[src/rtl/imem_boot_pkg.sv]
// Shared state encoding and framing constants for the instruction-memory boot loader.
package imem_boot_pkg;

    typedef enum logic [2:0] {
        IDLE = 3'd0,
        HDR  = 3'd1,
        LOAD = 3'd2,
        DONE = 3'd3,
        ERR  = 3'd4
    } state_t;

    localparam int HDR_BYTES      = 2;
    localparam int BYTES_PER_WORD = 4;

endpackage

[src/rtl/imem_boot_loader_byte_packer.sv]
// Packs a little-endian byte stream into 32-bit words; word_valid is a
// combinational pulse on the cycle the fourth byte of a word is presented.
module byte_packer
    import imem_boot_pkg::*;
(
    input  logic        clk,
    input  logic        rst,
    input  logic        clear,
    input  logic        byte_valid,
    input  logic [7:0]  byte_data,
    output logic        word_valid,
    output logic [31:0] word
);

    logic [1:0]  byte_cnt;
    logic [23:0] shreg;

    // Earlier bytes shift down so byte0 ends up in the low lane.
    always_ff @(posedge clk) begin
        if (rst || clear) begin
            byte_cnt <= 2'd0;
            shreg    <= 24'd0;
        end else if (byte_valid) begin
            byte_cnt <= byte_cnt + 2'd1;
            shreg    <= {byte_data, shreg[23:8]};
        end
    end

    assign word_valid = byte_valid && (byte_cnt == 2'(BYTES_PER_WORD - 1));
    assign word       = {byte_data, shreg};

endmodule

[src/rtl/imem_boot_loader.sv]
// Boot loader: receives a length-prefixed byte stream, writes packed words into
// instruction memory while the core is held in reset, then releases the core.
//
// state | meaning
// ------+---------------------------------------------------------------
// IDLE  | after reset, core held, no bytes accepted
// HDR   | collecting the 2-byte little-endian word count
// LOAD  | collecting payload bytes, one memory write per 4 bytes
// DONE  | image written, core released one cycle after the last write
// ERR   | word count exceeded memory depth, core held
module imem_boot_loader
    import imem_boot_pkg::*;
#(
    parameter int          DEPTH     = 64,
    parameter logic [31:0] BASE_ADDR = 32'h0
) (
    input  logic        clk,
    input  logic        rst,
    input  logic        start,
    input  logic [7:0]  rx_data,
    input  logic        rx_valid,
    output logic        rx_ready,
    output logic        imem_we,
    output logic [31:0] imem_addr,
    output logic [31:0] imem_wdata,
    output logic        core_rst,
    output logic        busy,
    output logic        done,
    output logic        error,
    output logic [15:0] words_loaded
);

    state_t      state, state_nxt;
    logic        accept;
    logic        start_ok;
    logic        hdr_cnt;
    logic        hdr_last;
    logic [7:0]  hdr_lo;
    logic [15:0] hdr_n;
    logic [15:0] words_left;
    logic        last_word;
    logic        word_valid;
    logic [31:0] word;

    assign rx_ready  = (state == HDR) || (state == LOAD);
    assign accept    = rx_valid && rx_ready;
    assign start_ok  = start && ((state == IDLE) || (state == DONE) || (state == ERR));
    assign hdr_n     = {rx_data, hdr_lo};
    assign hdr_last  = (state == HDR) && accept && (hdr_cnt == 1'(HDR_BYTES - 1));
    // words_left is a down-counter; the final word is its terminal count.
    assign last_word = word_valid && (words_left == 16'd1);

    assign busy  = (state == HDR) || (state == LOAD);
    assign done  = (state == DONE);
    assign error = (state == ERR);

    byte_packer u_packer (
        .clk        (clk),
        .rst        (rst),
        .clear      (start_ok),
        .byte_valid (accept && (state == LOAD)),
        .byte_data  (rx_data),
        .word_valid (word_valid),
        .word       (word)
    );

    // State register.
    always_ff @(posedge clk) begin
        if (rst) state <= IDLE;
        else     state <= state_nxt;
    end

    // Next-state logic; start is ignored while a session is in progress.
    always_comb begin
        state_nxt = state;
        unique case (state)
            IDLE: if (start) state_nxt = HDR;
            HDR: begin
                if (hdr_last) begin
                    if (hdr_n > 16'(DEPTH))  state_nxt = ERR;
                    else if (hdr_n == 16'd0) state_nxt = DONE;
                    else                     state_nxt = LOAD;
                end
            end
            LOAD: if (last_word) state_nxt = DONE;
            DONE: if (start) state_nxt = HDR;
            ERR:  if (start) state_nxt = HDR;
            default: state_nxt = IDLE;
        endcase
    end

    // Header capture, write port, counters and core reset.
    always_ff @(posedge clk) begin
        if (rst) begin
            hdr_cnt      <= 1'b0;
            hdr_lo       <= 8'd0;
            words_left   <= 16'd0;
            imem_we      <= 1'b0;
            imem_addr    <= BASE_ADDR;
            imem_wdata   <= 32'd0;
            core_rst     <= 1'b0;
            words_loaded <= 16'd0;
        end else begin
            imem_we  <= word_valid;
            // Released only from a settled DONE, so the release trails the last write.
            core_rst <= (state == DONE) && !start;
            if (start_ok) begin
                hdr_cnt      <= 1'b0;
                words_loaded <= 16'd0;
                imem_addr    <= BASE_ADDR;
            end
            if ((state == HDR) && accept) begin
                hdr_cnt <= hdr_cnt + 1'b1;
                if (hdr_last) words_left <= hdr_n;
                else          hdr_lo     <= rx_data;
            end
            if (word_valid) begin
                imem_wdata   <= word;
                imem_addr    <= BASE_ADDR + {14'd0, words_loaded, 2'b00};
                words_loaded <= words_loaded + 16'd1;
                words_left   <= words_left - 16'd1;
            end
        end
    end

endmodule

[config.mk]
export PLATFORM = sky130hd
export DESIGN_NAME = imem_boot_loader
export DESIGN_NICKNAME = d
export VERILOG_FILES = /design/src/rtl/imem_boot_pkg.sv /design/src/rtl/imem_boot_loader_byte_packer.sv /design/src/rtl/imem_boot_loader.sv
export SDC_FILE = /design/constraint.sdc
export NUM_CORES = 1
export LEC_CHECK = 0
export BUFFER_PORTS_ARGS = -buffer_cell sky130_fd_sc_hd__buf_4
export CAP_MARGIN = 5
export CORE_MARGIN = 3
export CORE_UTILIZATION = 40
export CTS_BUF_LIST = sky130_fd_sc_hd__clkbuf_4 sky130_fd_sc_hd__clkbuf_8
export CTS_CLUSTER_DIAMETER = 40
export DETAILED_ROUTE_END_ITERATION = 7
export PLACE_DENSITY = 0.66
export SLEW_MARGIN = 20
export SYNTH_ARGS = -nofsm -noshare
export SYNTH_HDL_FRONTEND = slang
export SYNTH_SLANG_ARGS = --single-unit
[constraint.sdc]
create_clock -name clk -period 1.58 [get_ports clk]
set_input_delay 0.316 -clock clk [delete_from_list [all_inputs] [get_ports clk]]
set_output_delay 0.316 -clock clk [all_outputs]
set_load 0.05 [all_outputs]
# After elaboration in Yosys (flattened, before gate mapping)
# Cells that the tools add are included.
op_classes:
  n_addsub: 4
  order_cmp: 1
  eq_ne: 9
  mux: 15
  bitwise_logic: 1
  n_reduce_logical: 23
op_table:
  columns: ["cell", "count"]
  rows:
  - ["$mux 16", 5]
  - ["$mux 18", 2]
  - ["$add 16x1->16 const B", 1]
  - ["$eq 16x1->1 const B", 1]
  - ["$gt 16x7->1 const B", 1]
  - ["$logic_not 16->1", 1]
  - ["$sub 16x1->16 const B", 1]
  - ["$mux 3", 4]
  - ["$pmux 3 s3", 1]
  - ["$logic_and 1x1->1", 8]
  - ["$reduce_bool 2->1", 4]
  - ["$eq 3x2->1 const B", 2]
  - ["$logic_or 1x1->1", 4]
  - ["$ne 2x2->1 const B", 2]
  - ["$reduce_and 2->1", 2]
  - ["$eq 3x1->1 const B", 1]
  - ["$eq 3x3->1 const B", 1]
  - ["$logic_not 3->1", 1]
  - ["$mux 1", 3]
  - ["$reduce_and 3->1", 1]
  - ["$reduce_or 3->1", 1]
  - ["$add 2x1->2 const B", 1]
  - ["$eq 2x2->1 const B", 1]
  - ["$ne 2x1->1 const B", 1]
  - ["3 further kinds", 3]
totals:
  ff_bits: 120
  input_bits: 12
  out_inout_bits: 86
  word_cells: 64

# Depth between registers and ports, before layout
# Gate-level depths: netlist of the first run.
logic_depth:
  depth_word: 8
  mapped_depth: 8
  depth_no_buf: 6

# Hierarchy
# Synthesis of the first run repeated with hierarchy kept, for this count alone.
unflattened:
  hier_cells: 534
  area_unflattened_um2: 5152.4
by_module_without_submodules:
  columns: ["mod", "n_inst", "cells_each", "area_per_inst_um2", "seq_area_each_um2"]
  rows:
  - ["imem_boot_loader", 1, 439, 4112.7, 1881.8]
  - ["byte_packer", 1, 95, 1039.7, 520.5]

# Least setup slack after synthesis of the first run
# Ideal clock, no wire load.
synth_timing:
  path_type: "reg-to-output"
  from: "register state[0]"
  to: "output rx_ready"
  arrival_ps: 1926
  required_ps: 1264
  setup_slack_ps: -662
  path_stages_with_launch: 6
  path_buffers: 3
  cell_sequence: "dfxtp_1 buf_2 buf_1 xnor2_1 nor2_1 buf_4"
synth_between:
  elab_chain_len: 2
  elab_cells_between_ends: 3
  classes_between: "eq/ne (2); reduce/logical (1)"
synth_rtl:
  columns: ["item", "line_no", "rtl"]
  rows:
  - ["from (decl)", "imem_boot_loader.sv:33", "state_t state, state_nxt;"]
  - ["from (signal assigned)", "imem_boot_loader.sv:70", "else state <= state_nxt;"]
  - ["$eq 3x1->1 / $eq 3x2->1 (equally long branches)", null, null]
  - ["$logic_or 1x1->1 *", null, null]
  - ["to (decl)", "imem_boot_loader.sv:22", "output logic rx_ready,"]
# Mark *: on every way between the ends. The rest lies on a longest branch, timed or not.

# Worst setup path in the final report of the first run
layout_timing:
  from: "register state[1]"
  to: "output rx_ready"
layout_between:
  elab_chain_len: 2
  elab_cells_between_ends: 3
  classes_between: "eq/ne (2); reduce/logical (1)"
layout_rtl:
  columns: ["item", "line_no", "rtl"]
  rows:
  - ["$eq 3x1->1 / $eq 3x2->1 (equally long branches)", "imem_boot_loader.sv:45", "assign rx_ready = (state == HDR) || (state == LOAD);"]
  - ["$logic_or 1x1->1 *", "imem_boot_loader.sv:45", null]
# Marks and branches as above.

==> implementation parameters, run 1 <==
Parameter                              Value

Power
  P_leak    3.21 nW
  Total power per unit cell area    802 mW/mm²
  VDD IR-drop max    0.000469 V

Timing
  Total count of max-transition violations in the final report    0
  Shortest clock period the worst path allows after layout    1720 ps
  RSZ-0062 raised after global routing    true
  Clock skew after layout    11.9 ps
  Hold Vio Cnt, Final    0
  Worst path setup slack after routing    -138 ps
  Smallest hold slack    110 ps
  Final setup viols    42
  Portion of the clock cycle consumed by the worst path in the final layout    1.09
  Achievable frequency    582 MHz

Routing
  Mean routed wirelength per cell    16.9 µm
  DR pass1 iterations    5
  DR vias/cell    5.43
  DRT iter0 DRCs    350
  Via Count    5,041
  Residual DRC count    0
  Total wire length    15,700 µm
  Remaining number of nets flagged by the antenna check after routing    0

Clocking
  Quantity of hold-fixing buffers added after cts    0
  Worst-Skew Late Latency    440 ps
  CTS sink count    120
  H-tree lvl count    4
  Clock transition at the register clock pins on the worst setup and hold paths after CTS    70 ps
  CTS Buffer Depth    2
  CTS Root Cell    clkbuf_8
  TritonCTS buffer count    17
  TritonCTS clock tree    yes

Yosys
  Most used DFF post-synth    dfxtp_1
  Register bit count reported by yosys    120
  Synth top cells by count    nand2_1, dfxtp_1, a21oi_1
  Total number of yosys warnings    0
  Portion of the post-synthesis area used by sequential elements    0.472
  Fraction of synthesis flops using an asynchronous set or reset pin    0
  Dominant cell type by area after synthesis    dfxtp_1
  Count of cell types in the netlist    58
  Count leader, synth    nand2_1
  Gate count after technology mapping    601
  Avg Cell Area, Syn    8.47 µm²
  Top cell type's share of synthesized area    0.472
  Cell types occupying the most area after synthesis    dfxtp_1, nand2_1, a21oi_1
  Number of synthesized flops with an enable pin    0
  Cell area after synthesis    0.00509 mm²

Cells and area
  Layout filler cell count    991
  Share of post-route cells with drive strength above 1    0.459
  Synthesis-to-layout area growth    52.5%
  Area occupied by registers    0.00245 mm²
  Post-layout util    0.636
  Final Non-Filler Cells    929
  Diodes inserted    0
  Multi-input gate area    0.00308 mm²
  Number of nets in the layout    765

Place
  Post-DP HPWL    9870 µm
  Gpl congestion    0.900
  Buffers on Ports    81
  Placed cells    873

Worst hold path
  Class of the worst hold path    in -> reg

Global routing
  Aggregate global routing overflow    0
  Global-route wire length before repair    23,400 µm
  Via count of the first global-routing pass    4,651
  Maximum number of pins on one net before global-route repair    28
  Combined global-route utilization of all metal layers    0.203
  Antenna violations before repair    0

Setup path
  Critical path peak fanout    5
  Crit path DAT    1400 ps
  CP endpoint kind    primary output
  Crit Path Category    reg -> out
  Launching element type of the critical path    register
  Required time at the worst-slack endpoint    1260 ps

Status
  Failing checks    negative setup slack
  Run status    complete, but fails checks

Die
  Initial Util    0.417
  Vertical die dimension    119 µm
  Number of ports placed on the die boundary    98
  CORE AREA    0.0122 mm²
  Die area    0.0141 mm²
  Number of rows created at floorplan    40
  Width of the chip    119 µm

Run
  Max-cap check violation count    0
[worst paths after layout]
check / startpoint / to / slack [ps] / cells after the start
max: state[1] / rx_ready / -140 / 5
min: start / core_rst / 110 / 2
max reg2reg: u_packer.byte_cnt[1] / words_loaded[10] / -110 / 8
min reg2reg: imem_wdata[1] / imem_wdata[1] / 460 / 2
[cell families (layout without fill, tap and decap cells)]
family,Yosys count,after routing,share of synthesized area
muxes,10,10,0.0197
other,1,16,0.000736
AOI/OAI and AO/OA,156,156,0.196
DFF,120,120,0.472
buffers and inverters,65,209,0.0663
adders and majority gates,4,4,0.00983
xor gates and xnor gates,3,3,0.00516
and+or+nand+nor,242,243,0.231
[power breakdown]
group	switching [mW]	internal, mW
registers	0.0188	3.03
clock network	1.20	1.49
logic	0.320	0.169
total	1.54	4.69
[sequential cells by signal (all words and copies together) (netlist names), 2 cells and up]
name and cells:
imem_wdata 32, u_packer.shreg 24, hdr_lo 8, state 3, u_packer.byte_cnt 2, imem_addr 16, words_loaded 16, words_left 16
[metal layers]
| metal | up-vias | wire length, µm | track usage |
|---|---|---|---|
| met1 | 2402 | 6660 | 0.259 |
| met5 | - | 0 | 0 |
| met4 | 0 | 392 | 0.0782 |
| met2 | 206 | 7650 | 0.335 |
| met3 | 34 | 983 | 0.0465 |
| li1 | 2399 | - | - |
[stage by stage]
step | instance area, µm² | total power [mW] | setup TNS, ps | worst slack, ps
global route | 7760 | 6.41 | -8050 | -187
detailed placement | 6310 | 3.50 | -3660 | -217
CTS | 6970 | 6.22 | -767 | -159
floorplan | 5250 | 3.40 | -30.5 | -29.2
finish | 7760 | 6.23 | -1930 | -138
global placement | 6310 | 3.49 | -2430 | -149
[timing repair]
action / in CTS / in global routing
pin swaps: 21 / 80
buffers inserted: 9 / 8
endpoints found under the setup margin: 40 / 108
gates resized for setup: 47 / 152
gates cloned: 2 / 6
[cell type report]
class	count	area share
multi-input cells	432	0.397
flip-flops and latches	120	0.315
well taps	168	0.0271
inverters	10	0.00532
clock buffers	24	0.0417
clock inverters	7	0.00854
repair buffers	168	0.205
[worst max-delay path, cell delays in order (launching register included)]
cell and delay (ps):
dfxtp_2 320, buf_6 120, buf_6 120, xnor2_4 120
nor2_4 110, buf_6 170
[cell usage in the layout, fill, tap and decap left out, types with 5 or more instances in the layout]
cell type and n:
nor3_1 7, buf_6 16, a31oi_1 11, nand2_1 99, buf_8 6, a21oi_2 33, nand3_1 15, conb_1 16
nand2_4 25, dfxtp_4 9, dfxtp_1 102, or3_1 5, a21oi_1 46, a22o_1 14, mux2i_1 9, inv_1 7
clkbuf_16 6, dfxtp_2 9, clkbuf_8 23, nor2_1 21, o211ai_1 6, buf_4 131, buf_12 8, nand2_2 7
or4_4 5
Power figures use the tool's default switching activity.
==> run 2, diff against run 1 <==
--- a/config.mk
+++ b/config.mk
@@ -5,6 +5,7 @@
 export SDC_FILE = /design/constraint.sdc
 export NUM_CORES = 1
 export LEC_CHECK = 0
+export ABC_AREA = 1
 export BUFFER_PORTS_ARGS = -buffer_cell sky130_fd_sc_hd__buf_4
 export CAP_MARGIN = 5
 export CORE_MARGIN = 3
==> implementation parameters, run 2 <==
Parameter                              Value

Place
  Gpl congestion    0.848 (-5.8%)
  Post-DP HPWL    9340 µm (-5.4%)
  Buffers on Ports    81 (unchanged)
  Placed cells    991 (+14%)

Worst hold path
  Class of the worst hold path    in -> reg

Global routing
  Combined global-route utilization of all metal layers    0.193 (-0.0107)
  Via count of the first global-routing pass    4,647 (-0.086%)
  Antenna violations before repair    0 (unchanged)
  Aggregate global routing overflow    0 (unchanged)
  Maximum number of pins on one net before global-route repair    50 (+79%)
  Global-route wire length before repair    22,300 µm (-4.5%)

Yosys
  Dominant cell type by area after synthesis    dfxtp_1
  Total number of yosys warnings    0 (unchanged)
  Gate count after technology mapping    735 (+22%)
  Cell area after synthesis    0.00530 mm² (+4.1%)
  Synth top cells by count    nand2_1, dfxtp_1, inv_1
  Register bit count reported by yosys    120 (unchanged)
  Portion of the post-synthesis area used by sequential elements    0.453 (-0.0184)
  Most used DFF post-synth    dfxtp_1
  Count of cell types in the netlist    37 (-36%)
  Fraction of synthesis flops using an asynchronous set or reset pin    0 (unchanged)
  Top cell type's share of synthesized area    0.453 (-0.0184)
  Cell types occupying the most area after synthesis    dfxtp_1, nand2_1, o21ai_0
  Number of synthesized flops with an enable pin    0 (unchanged)
  Avg Cell Area, Syn    7.21 µm² (-15%)
  Count leader, synth    nand2_1

Cells and area
  Layout filler cell count    1,235 (+25%)
  Most common cell after layout, fill and taps aside    nand2_1
  Commonest non-fill, non-tap cells in the layout    nand2_1, buf_4, dfxtp_1, inv_1, o21ai_0
  Register with the highest flop count    imem_wdata
  Final Non-Filler Cells    1,036 (+12%)
  Diodes inserted    0 (unchanged)
  Registers with the most flip-flops    imem_wdata: 32 flops, u_packer.shreg: 24 flops
  Synthesis-to-layout area growth    31.5%
  Share of post-route cells with drive strength above 1    0.250 (-0.209)
  Number of nets in the layout    867 (+13%)
  Number of flip-flops under the largest register name    32 (unchanged)

Run
  Max-cap check violation count    0 (unchanged)

Power
  Clock network power share    0.413 (-0.020)
  P_leak    3.09 nW (-3.6%)
  Internal power summed over all cells    4.85 mW (+3.5%)
  VDD IR-drop max    0.000779 V (+66%)
  Switching Share    0.266 (+0.0188)
  Reg power frac    0.469 (-0.020)
  Switching power total    1.76 mW (+14%)
  Total power per unit cell area    949 mW/mm² (+18%)
  Share of total power in combinational logic    0.117 (+0.038)

Routing
  Remaining number of nets flagged by the antenna check after routing    0 (unchanged)
  Residual DRC count    0 (unchanged)
  Mean routed wirelength per cell    13.3 µm (-21%)
  DRT iter0 DRCs    321 (-8.3%)
  Total wire length    13,800 µm (-12%)
  Via Count    4,986 (-1.1%)
  DR vias/cell    4.81 (-11%)
  DR pass1 iterations    5 (unchanged)

Timing
  Worst path setup slack after routing    -64.9 ps (+73.2 ps)
  Smallest hold slack    58.3 ps (-51.4 ps)
  Hold Vio Cnt, Final    0 (unchanged)
  RSZ-0062 raised after global routing    true
  Final setup viols    2 (-95%)
  Clock skew after layout    9.83 ps (-2.08 ps)
  Total count of max-transition violations in the final report    0 (unchanged)
  Achievable frequency    608 MHz (+4.5%)
  Portion of the clock cycle consumed by the worst path in the final layout    1.04 (-0.0464)
  Shortest clock period the worst path allows after layout    1640 ps (-73.2 ps)

Clocking
  CTS Buffer Depth    2 (unchanged)
  Clock transition at the register clock pins on the worst setup and hold paths after CTS    70 ps (about the same)
  Quantity of hold-fixing buffers added after cts    0 (unchanged)
  CTS sink count    120 (unchanged)
  TritonCTS clock tree    yes
  Worst-Skew Late Latency    450 ps (about the same)
  TritonCTS buffer count    17 (unchanged)
  CTS Root Cell    clkbuf_8
  H-tree lvl count    4 (unchanged)

Die
  CORE AREA    0.0128 mm² (+4.6%)
  Width of the chip    121 µm (+1.9%)
  Die area    0.0147 mm² (+3.8%)
  Number of rows created at floorplan    41 (+2.5%)
  Initial Util    0.415 (-0.00218)
  Number of ports placed on the die boundary    98 (unchanged)
  Vertical die dimension    121 µm (+1.9%)

Status
  Run status    complete, but fails checks
  Failing checks    negative setup slack

Setup path
  Crit path DAT    1330 ps (-70 ps)
  Critical path peak fanout    4 (-1)
  Launching element type of the critical path    register
  CP endpoint kind    primary output
  Required time at the worst-slack endpoint    1260 ps (about the same)
  Crit Path Category    reg -> out
[run 2: cell types whose count changed in the layout (fill, tap and decap cells not counted), moves of 11 or more]
cell / change
nand3_1: +46
nor2_1: +17
inv_1: +90
buf_4: -19
a31oi_1: -11
nand2_1: +55
a21oi_2: -32
nand2_4: -22
o21ai_0: +66
a22o_1: -14
o21ai_1: +25
[run 2: layout make-up]
cell class	instances	area [µm²]	area share
Sequential cell	120	2430	0.348
Multi-Input combinational cell	474	2390	0.342
Timing Repair Buffer	131	1130	0.162
Inverter	107	417	0.0598
Clock buffer	26	333	0.0478
Tap cell	172	215	0.0309
Clock inverter	6	63.8	0.00916
[run 2: metal layers]
metal | vias to the layer above | global-route usage | part of all wire
met1 | 2298 | 0.250 | 0.48
met4 | 0 | 0.0715 | 0.018
met5 | - | 0 | 0
met3 | 18 | 0.0508 | 0.045
met2 | 105 | 0.308 | 0.46
li1 | 2565 | - | -
[run 2: path summary, 6_finish.rpt]
path	startpoint	end	slack (ps)	cells after the start
max reg2reg	state[1]	imem_wdata[12]	40	9
max	state[2]	busy	-60	5
min	start	core_rst	60	2
min reg2reg	u_packer.shreg[6]	imem_wdata[6]	460	2
[run 2: critical path, cell delays in order (launching register included)]
cell     delay, ps
dfxtp_4        360
inv_4           80
nand3_4         80
buf_6          130
nand2_4         80
buf_8          140
[run 2: kinds of logic (layout without fill, tap and decap cells)]
| group | Yosys count | in the layout | synth area share |
|---|---|---|---|
| and+or+nand+nor | 286 | 287 | 0.232 |
| AOI/OAI and AO/OA | 161 | 161 | 0.163 |
| buffers and inverters | 157 | 270 | 0.131 |
| DFF | 120 | 120 | 0.453 |
| xor gates and xnor gates | 5 | 5 | 0.00827 |
| adders and majority gates | 4 | 4 | 0.00945 |
| other | 1 | 16 | 0.000708 |
| muxes | 1 | 1 | 0.00212 |
[run 2: through the flow]
stage	total power, mW	cell area (µm²)	worst slack, ps	TNS [ps]	util
after global placement	3.83	6280	60.6	0	0.491
final	6.61	6970	-64.9	-129	0.546
after global routing	6.85	6970	-133	-497	0.546
after detailed placement	3.83	6280	26.1	0	0.491
after CTS	6.60	6780	-96.3	-261	0.531
after floorplan	3.64	5370	11.9	0	-
[run 2: timing repair]
| item | 4_1_cts | 5_1_grt |
|---|---|---|
| pin swaps | 2 | 8 |
| hold endpoints to repair | 0 | 0 |
| resized for setup | 21 | 60 |
| gates cloned | 0 | 1 |
| setup buffers | 6 | 6 |
| endpoints found under the setup margin | 4 | 77 |
[run 2: power groups by stage]
stage,clock (mW),combinational (mW),sequential (mW)
after global routing,2.90,0.848,3.11
after detailed placement,0,0.677,3.16
final,2.73,0.777,3.10
after CTS,2.77,0.730,3.10
after global placement,0,0.673,3.16
after floorplan,0,0.489,3.15
==> run 3, diff against run 2 <==
--- a/config.mk
+++ b/config.mk
@@ -9,11 +9,11 @@
 export BUFFER_PORTS_ARGS = -buffer_cell sky130_fd_sc_hd__buf_4
 export CAP_MARGIN = 5
 export CORE_MARGIN = 3
-export CORE_UTILIZATION = 40
-export CTS_BUF_LIST = sky130_fd_sc_hd__clkbuf_4 sky130_fd_sc_hd__clkbuf_8
+export CORE_UTILIZATION = 49
+export CTS_BUF_LIST = sky130_fd_sc_hd__clkbuf_8 sky130_fd_sc_hd__clkbuf_16
 export CTS_CLUSTER_DIAMETER = 40
 export DETAILED_ROUTE_END_ITERATION = 7
-export PLACE_DENSITY = 0.66
+export PLACE_DENSITY = 0.77
 export SLEW_MARGIN = 20
 export SYNTH_ARGS = -nofsm -noshare
 export SYNTH_HDL_FRONTEND = slang
==> implementation parameters, run 3 (synthesized netlist as in run 2, its figures left out) <==
Parameter                              Value

Status
  Run status    complete, but fails checks
  Failing checks    negative setup slack

Timing
  Clock skew after layout    9.20 ps (-0.634 ps)
  Portion of the clock cycle consumed by the worst path in the final layout    1.17 (+0.133)
  Hold Vio Cnt, Final    0 (unchanged)
  Achievable frequency    539 MHz (-11%)
  Total count of max-transition violations in the final report    0 (unchanged)
  Shortest clock period the worst path allows after layout    1860 ps (+211 ps)
  Worst path setup slack after routing    -276 ps (-211 ps)
  Final setup viols    89 (+87)
  RSZ-0062 raised after global routing    true

Global routing
  Maximum number of pins on one net before global-route repair    30 (-40%)
  Antenna violations before repair    0 (unchanged)
  Global-route wire length before repair    24,200 µm (+8.2%)
  Via count of the first global-routing pass    5,024 (+8.1%)
  Combined global-route utilization of all metal layers    0.256 (+0.0629)
  Aggregate global routing overflow    0 (unchanged)

Worst hold path
  Hold Crit Depth    2 (unchanged)
  Class of the worst hold path    in -> reg

Die
  Number of rows created at floorplan    37 (-9.8%)
  Vertical die dimension    110 µm (-9.2%)
  Number of ports placed on the die boundary    98 (unchanged)
  Initial Util    0.509 (+0.0939)
  Width of the chip    110 µm (-9.2%)
  CORE AREA    0.0104 mm² (-18%)
  Die area    0.0121 mm² (-18%)

Cells and area
  Most common cell after layout, fill and taps aside    nand2_1
  Number of nets in the layout    888 (+2.4%)
  Share of post-route cells with drive strength above 1    0.325 (+0.0754)
  Commonest non-fill, non-tap cells in the layout    nand2_1, buf_4, dfxtp_1, inv_1, nand3_1
  Post-layout util    0.736 (+0.191)
  Diodes inserted    0 (unchanged)
  Number of flip-flops under the largest register name    32 (unchanged)
  Register with the highest flop count    imem_wdata
  Registers with the most flip-flops    imem_wdata: 32 flops, u_packer.shreg: 24 flops
  Synthesis-to-layout area growth    44.7%

Routing
  Remaining number of nets flagged by the antenna check after routing    0 (unchanged)
  DR vias/cell    5.71 (+19%)
  Total wire length    18,500 µm (+35%)
  DR pass1 iterations    6 (+1)
  Via Count    5,830 (+17%)
  DRT iter0 DRCs    561 (+75%)
  Mean routed wirelength per cell    18.1 µm (+37%)
  Residual DRC count    0 (unchanged)

Clocking
  CTS sink count    120 (unchanged)
  Clock transition at the register clock pins on the worst setup and hold paths after CTS    60 ps (about the same)
  TritonCTS buffer count    17 (unchanged)
  H-tree lvl count    4 (unchanged)
  TritonCTS clock tree    yes
  CTS Root Cell    clkbuf_8
  Worst-Skew Late Latency    520 ps (+70 ps)
  CTS Buffer Depth    2 (unchanged)

Place
  Post-DP HPWL    9740 µm (+4.3%)
  Gpl congestion    0.956 (+13%)
  Buffers on Ports    81 (unchanged)
  Dpl ws    -77.1 ps (-103 ps)

Power
  P_leak    3.42 nW (+11%)
  Total power per unit cell area    1020 mW/mm² (+7.4%)
  PnR Total Power    7.81 mW (+18%)
  VDD IR-drop max    0.000794 V (+2.0%)

Setup path
  Worst reg2reg path depth    11 (+2)
  CP endpoint kind    register
  Crit Path Category    reg -> reg
  Crit path DAT    2300 ps (+970 ps)
  Required time at the worst-slack endpoint    2020 ps (+760 ps)
  Critical path peak fanout    6 (+2)
  Launching element type of the critical path    register

Run
  Max-cap check violation count    0 (unchanged)
-- run 3: changes by cell type in the layout (fill, tap and decap cells not counted), moves of 8 or more --
cell and delta:
nand2_2 +8, nand3_1 -8, nand3_2 +8, o21ai_0 -24
clkbuf_16 +21, nand2_1 -10, o21ai_2 +30, clkbuf_8 -20
-- run 3: through the flow --
stage / cells / hold slack, ps / setup TNS [ps] / instance area [µm²]
final: 1021 / 70.0 / -12360 / 7670
after global routing: 1021 / 71.1 / -15580 / 7670
after CTS: 998 / 51.8 / -2200 / 7040
after detailed placement: 952 / 458 / -89.0 / 6180
after global placement: 952 / 455 / 0 / 6180
after floorplan: 750 / 395 / 0 / 5370
-- run 3: critical path, stage by stage, from the launching register on --
cell and delay (ps):
dfxtp_4 380, inv_4 60, nor2_4 160, buf_12 130, nand4_4 150, buf_12 200, buf_12 120, o21bai_4 160
nand3_4 130, nand2_2 90, nand2_2 60, nor2_1 130
-- run 3: power by group --
group / internal (mW) / switching (mW) / total [mW] / leakage, nW
combinational: 0.315 / 0.625 / 0.941 / 2.17
clock: 2.29 / 1.48 / 3.77 / 0.281
sequential: 3.06 / 0.0381 / 3.10 / 0.973
total: 5.67 / 2.14 / 7.81 / 3.42
-- run 3: what timing repair did --
action	in CTS	in global routing
setup endpoints to repair	7	91
endpoints found under the hold margin	1	0
resized for setup	67	116
setup buffers	11	18
gates cloned	2	6
pin swaps	5	11
hold buffers	1	0
-- run 3: final timing paths --
| path | startpoint | end | slack, ps |
|---|---|---|---|
| setup / recovery | state[1] | state[2] | -280 |
| hold / removal | rst | state[1] | 70 |
| setup reg to reg | state[1] | state[2] | -280 |
| hold reg to reg | u_packer.shreg[5] | imem_wdata[5] | 460 |
-- run 3: area by class of cell --
cell class / instances / area (µm²)
timing repair buffer: 153 / 1480
sequential: 120 / 2420
inverter: 107 / 427
clock buffer: 18 / 428
clock inverter: 14 / 148
tap: 136 / 170
fill: 647 / 2750
multi-input combinational: 473 / 2590
-- run 3: metal layers --
metal,GRT usage,wire length [µm],vias to the layer above
li1,-,-,2610
met1,0.312,6740,2707
met2,0.433,8990,396
met3,0.0565,1760,117
met4,0.110,1010,0
met5,0,0,-
